==> src/rtl/bcd_to_bin_seq.sv <==
// bcd_to_bin_seq
// Sequential BCD-to-binary converter. It takes three BCD digits
// (hundreds, tens, units) and rebuilds the binary value by reverse
// double-dabble, with one shift/correct iteration per clock. Digits above 9
// are reported on error. Values above 255 are reported on overflow, and
// bin_out then carries the low 8 bits of the value.
//
// Ports:
//   clk          in   1  clock, rising edge
//   reset        in   1  synchronous, active-high reset
//   start        in   1  conversion request, only looked at while idle
//   bcd_hundreds in   4  hundreds digit
//   bcd_tens     in   4  tens digit
//   bcd_units    in   4  units digit
//   busy         out  1  high while the shift iterations run
//   done         out  1  single-cycle pulse when results/flags update
//   bin_out      out  8  low 8 bits of the decoded value
//   error        out  1  a latched digit was above 9
//   overflow     out  1  decoded value was above 255
module bcd_to_bin_seq (
  input  logic       clk,
  input  logic       reset,
  input  logic       start,
  input  logic [3:0] bcd_hundreds,
  input  logic [3:0] bcd_tens,
  input  logic [3:0] bcd_units,
  output logic       busy,
  output logic       done,
  output logic [7:0] bin_out,
  output logic       error,
  output logic       overflow
);

  typedef enum logic [1:0] {
    IDLE  = 2'd0,
    SHIFT = 2'd1,
    DONE  = 2'd2
  } state_t;

  // The last iteration is the one that runs while the counter reads 9,
  // which gives ten iterations in total. Ten iterations cover every value
  // from 0 to 999.
  localparam logic [3:0] LAST_ITER = 4'd9;

  state_t      state_q, state_d;
  logic [11:0] bcd_q, bcd_d;
  logic [9:0]  bin_q, bin_d;
  logic [3:0]  cnt_q, cnt_d;
  logic [7:0]  binOut_q, binOut_d;
  logic        error_q, error_d;
  logic        overflow_q, overflow_d;

  logic        digitInvalid;
  logic [21:0] shifted;
  logic [11:0] corrected;

  // Reverse double-dabble correction. After the right shift, a nibble that
  // is 8 or more received a 1 from the digit above it. That 1 is worth 10
  // in decimal, and the shift halves it to 5. The shift placed 8 in the
  // nibble, so subtracting 3 leaves the correct 5.
  function automatic logic [3:0] adjustNibble(input logic [3:0] nib);
    adjustNibble = (nib >= 4'd8) ? (nib - 4'd3) : nib;
  endfunction

  // One datapath step: shift {bcd, bin} right by one, then correct each
  // BCD nibble of the shifted value.
  always_comb begin
    shifted   = {bcd_q, bin_q} >> 1;
    corrected = {adjustNibble(shifted[21:18]),
                 adjustNibble(shifted[17:14]),
                 adjustNibble(shifted[13:10])};
  end

  assign digitInvalid = (bcd_hundreds > 4'd9) || (bcd_tens > 4'd9) ||
                        (bcd_units > 4'd9);

  // Next-state logic. Every register holds its value unless the current
  // state says otherwise, so the results stay stable between DONE pulses.
  always_comb begin
    state_d    = state_q;
    bcd_d      = bcd_q;
    bin_d      = bin_q;
    cnt_d      = cnt_q;
    binOut_d   = binOut_q;
    error_d    = error_q;
    overflow_d = overflow_q;

    case (state_q)
      IDLE: begin
        if (start) begin
          if (digitInvalid) begin
            // No iterations are needed. Report the error at once.
            error_d    = 1'b1;
            overflow_d = 1'b0;
            binOut_d   = 8'd0;
            state_d    = DONE;
          end else begin
            bcd_d   = {bcd_hundreds, bcd_tens, bcd_units};
            bin_d   = 10'd0;
            cnt_d   = 4'd0;
            state_d = SHIFT;
          end
        end
      end

      SHIFT: begin
        bcd_d = corrected;
        bin_d = shifted[9:0];
        cnt_d = cnt_q + 4'd1;
        if (cnt_q == LAST_ITER) begin
          binOut_d   = shifted[7:0];
          overflow_d = |shifted[9:8];
          error_d    = 1'b0;
          cnt_d      = 4'd0;
          state_d    = DONE;
        end
      end

      DONE: begin
        state_d = IDLE;
      end

      default: begin
        state_d = IDLE;
      end
    endcase
  end

  // State and datapath registers. Reset is synchronous, so an aborted
  // conversion returns to the reset values at the next edge without
  // producing a done pulse.
  always_ff @(posedge clk) begin
    if (reset) begin
      state_q    <= IDLE;
      bcd_q      <= 12'd0;
      bin_q      <= 10'd0;
      cnt_q      <= 4'd0;
      binOut_q   <= 8'd0;
      error_q    <= 1'b0;
      overflow_q <= 1'b0;
    end else begin
      state_q    <= state_d;
      bcd_q      <= bcd_d;
      bin_q      <= bin_d;
      cnt_q      <= cnt_d;
      binOut_q   <= binOut_d;
      error_q    <= error_d;
      overflow_q <= overflow_d;
    end
  end

  // busy and done are decoded only from the state register. They therefore
  // have no combinational path from any input.
  assign busy     = (state_q == SHIFT);
  assign done     = (state_q == DONE);
  assign bin_out  = binOut_q;
  assign error    = error_q;
  assign overflow = overflow_q;

endmodule

==> config.mk <==
export PLATFORM = sky130hd
export DESIGN_NAME = bcd_to_bin_seq
export DESIGN_NICKNAME = d
export VERILOG_FILES = /design/src/rtl/bcd_to_bin_seq.sv
export SDC_FILE = /design/constraint.sdc
export NUM_CORES = 1
export LEC_CHECK = 0
export CAP_MARGIN = 0
export CORE_MARGIN = 5
export CORE_UTILIZATION = 40
export DETAILED_ROUTE_END_ITERATION = 7
export DONT_BUFFER_PORTS = 1
export GPL_ROUTABILITY_DRIVEN = 0
export GPL_TIMING_DRIVEN = 0
export PLACE_DENSITY_LB_ADDON = 0.1
export SLEW_MARGIN = 10
export SYNTH_ARGS = -nofsm -noshare
export SYNTH_HDL_FRONTEND = slang
export SYNTH_SLANG_ARGS = --single-unit
==> constraint.sdc <==
create_clock -name clk -period 3.9 [get_ports clk]
set_input_delay 0.78 -clock clk [delete_from_list [all_inputs] [get_ports clk]]
set_output_delay 0.78 -clock clk [all_outputs]
set_load 0.02 [all_outputs]
==> impl_metrics.ini <==
[pwr]
power.switching_mw = 0.213
power_frac_seq_pct = 45.4
p_sw_share_pct = 23.7
total_power_mw = 0.898
combPwrFrac_pct = 11.1
p_per_area_nw_per_um2 = 473
irDropWorstVdd_mv = 0.240
pwr-share-clk_pct = 43.5
p_int_mw = 0.685
p_leak_nw = 0.660

[yosys]
yosys_most_used_dff = dfxtp_1
synth_top_area_share_pct = 43.6
synth_edf_count = 0
ys_seq_elements = 37
async_flop_share_pct = 0
syn_area_sq_um = 1700
yosys.area.top_type = dfxtp_1
netlist_top_cells_area = dfxtp_1, nor2_1, a22o_1, ha_1, nand2_1
synth_warnings = 0
synth_common_cells = dfxtp_1, nor2_1, nand2_1
synthCells = 184
yosysMostFrequentCell = dfxtp_1
avgSynthCellArea_sq_um = 9.24
synthDistinctLibCells = 35
seq_area_frac_synth_pct = 43.6
syn-num-nets = 205

[cts]
cts-root-buf = clkbuf_8
cts_sinks = 37
cts_setup_buffers = 0
clk_latency_ps = 290
htreeDepth = 2
ctsResizeCount = 0
clk_pin_slew_ps = 70
cts_tree = done
cts.path.max_buffers = 2
cts_hold_buf = 0
cts_buffers = 5

[sta]
fmax_mhz = 466
layout_setup_ws_ps = 1750
timing.hold.ws_ps = 461
worst_slew_pin_slew_ps = 565
period_needed_ps = 2150
grt_setup_unrepaired = no
fin_crit_sh_pct = 55.0
setup_viol = 0
tns_ps = 0
skew_ps = 8.85
slew_headroom_pct = 62.3
slew_violations = 0
hold_viol = 0

[routing]
drtAntennaViolNets = 0
routedWlPerCell_um = 16.4
drt_iter0_drc = 89
viasPerCell = 5.71
firstDrtPassIters = 4
routed_wl_mm = 3.96
vias = 1382
drcViolationCount = 0

[place]
dp_hpwl_mm = 2.80
placedCellCount = 234
place_worst_setup_slack_ps = 1950
portBuffers = 0

[finish]
nets = 212
multi_input_area_sq_um = 877
final_cell_count_no_fill = 242
fillCellCount = 385
seq_area_sq_um = 741
syn_to_final_growth_pct = 11.6
drive_above_1_share_pct = 14.1
n_antenna_cell = 0

[floorplanning]
coreArea_sq_um = 4060
ios = 27
die_w_um = 75.2
dieArea_sq_um = 5660
die_y_um = 75.2
initial_core_util_pct = 41.9
rows = 23

[grt]
grt_pass1_vias = 1269
overflow = 0
gr-usage-met3_pct = 5.47
grt_pass1_wl_mm = 6.32
grt_util_all_layers_pct = 14.9
top_usage_layer = met2
antenna_found_initial = 0
use_met1_pct = 19.6
grt.met2_usage_pct = 22.9
grt_max_degree = 13

[worst_setup_path]
endpoint = busy
cp-start-kind = flip-flop
worstPathMaxFanout = 10
arrival_ps = 1370
rrSetupSlack_ps = 2390
r2r_cells = 7
crit_type = flip-flop to output pin
critPathLaunch = state_q[0]
r2r_start = state_q[1]
reg2reg_to = bcd_q[0]
crit_required_ps = 3120
endpoint_kind = output pin

[outcome]
status = completed

[run]
cap_violations = 0

[hold_path]
min_path_type = flip-flop to flip-flop
hp-start = bcd_q[11]
==> layout by cell type, fill, tap and decap left out <==
cell type	n
inv_1	5
nor3b_1	2
clkinv_2	1
a41o_4	1
a41oi_4	1
dfxtp_1	37
a22oi_1	9
nor2_2	1
a211oi_1	2
o21ai_0	1
ha_1	6
clkbuf_1	4
a311oi_2	4
nor2_1	26
buf_2	3
xnor2_1	4
bufinv_16	2
nand2b_4	1
nand2b_1	1
inv_2	1
nor3_4	1
nand3b_1	1
clkbuf_8	5
nor3_1	6
nor2b_1	4
o211ai_1	6
buf_6	2
o21ai_2	3
a2bb2oi_1	1
a22o_1	9
nand3_1	2
buf_4	1
a31oi_1	1
a211o_1	2
a21oi_1	14
nand2_1	20
nand4_1	1
and3b_1	1
==> power groups by stage <==
stage / registers, mW / clock network, mW / logic [mW]
finish: 0.407 / 0.391 / 0.0998
global route: 0.409 / 0.421 / 0.110
CTS: 0.407 / 0.403 / 0.101
detailed placement: 0.416 / 0 / 0.100
global placement: 0.415 / 0 / 0.0979
floorplan: 0.412 / 0 / 0.0809
==> layout make-up <==
class | count | share of cell area, %
clock inverters | 3 | 3.43
well taps | 50 | 3.30
multi-input cells | 131 | 46.2
plain buffers | 10 | 3.17
flip-flops and latches | 37 | 39.1
inverters | 6 | 1.19
clock buffers | 5 | 3.63
==> logic make-up after synthesis <==
logic type / after synthesis / synth area share, %
buffers and inverters: 16 / 4.86
adders and majority gates: 6 / 4.41
AOI/OAI and AO/OA: 54 / 26.4
xor gates and xnor gates: 4 / 2.06
DFF: 37 / 43.6
and+or+nand+nor: 67 / 18.7
==> critical path, stage by stage (launching register included) <==
cell and delay [ps]:
dfxtp_1 440, nand2b_4 110, inv_2 100, buf_6 150
buf_2 280
==> state kept, by name, summed over array words and instances, names as in the netlist <==
register,cells
cnt_q,4
bin_out,8
error,1
bin_q,9
state_q,2
bcd_q,12
overflow,1
==> per-stage QoR <==
step / util [%] / area (sq um)
floorplan: - / 1700
global placement: 43.4 / 1760
detailed placement: 43.4 / 1760
CTS: 46.7 / 1900
global route: 46.7 / 1900
finish: 46.7 / 1900
==> routing by layer <==
metal / wire (um) / vias to the layer above / part of all wire (%)
li1: - / 679 / -
met1: 1750 / 658 / 44
met2: 1880 / 38 / 47
met3: 279 / 7 / 7.1
met4: 51 / 0 / 1.3
met5: 0 / - / 0
==> worst min-delay path by stage <==
| stage | endpoint | cells past startpoint |
|---|---|---|
| 2_1_floorplan | bcd_q[11] | 2 |
| 3_3_place_gp | bcd_q[11] | 2 |
| 3_5_place_dp | bcd_q[11] | 2 |
| 4_1_cts | bcd_q[11] | 2 |
| 5_1_grt | bcd_q[11] | 2 |
| 6_report | bcd_q[11] | 2 |
(Power assumes the default switching activity.)
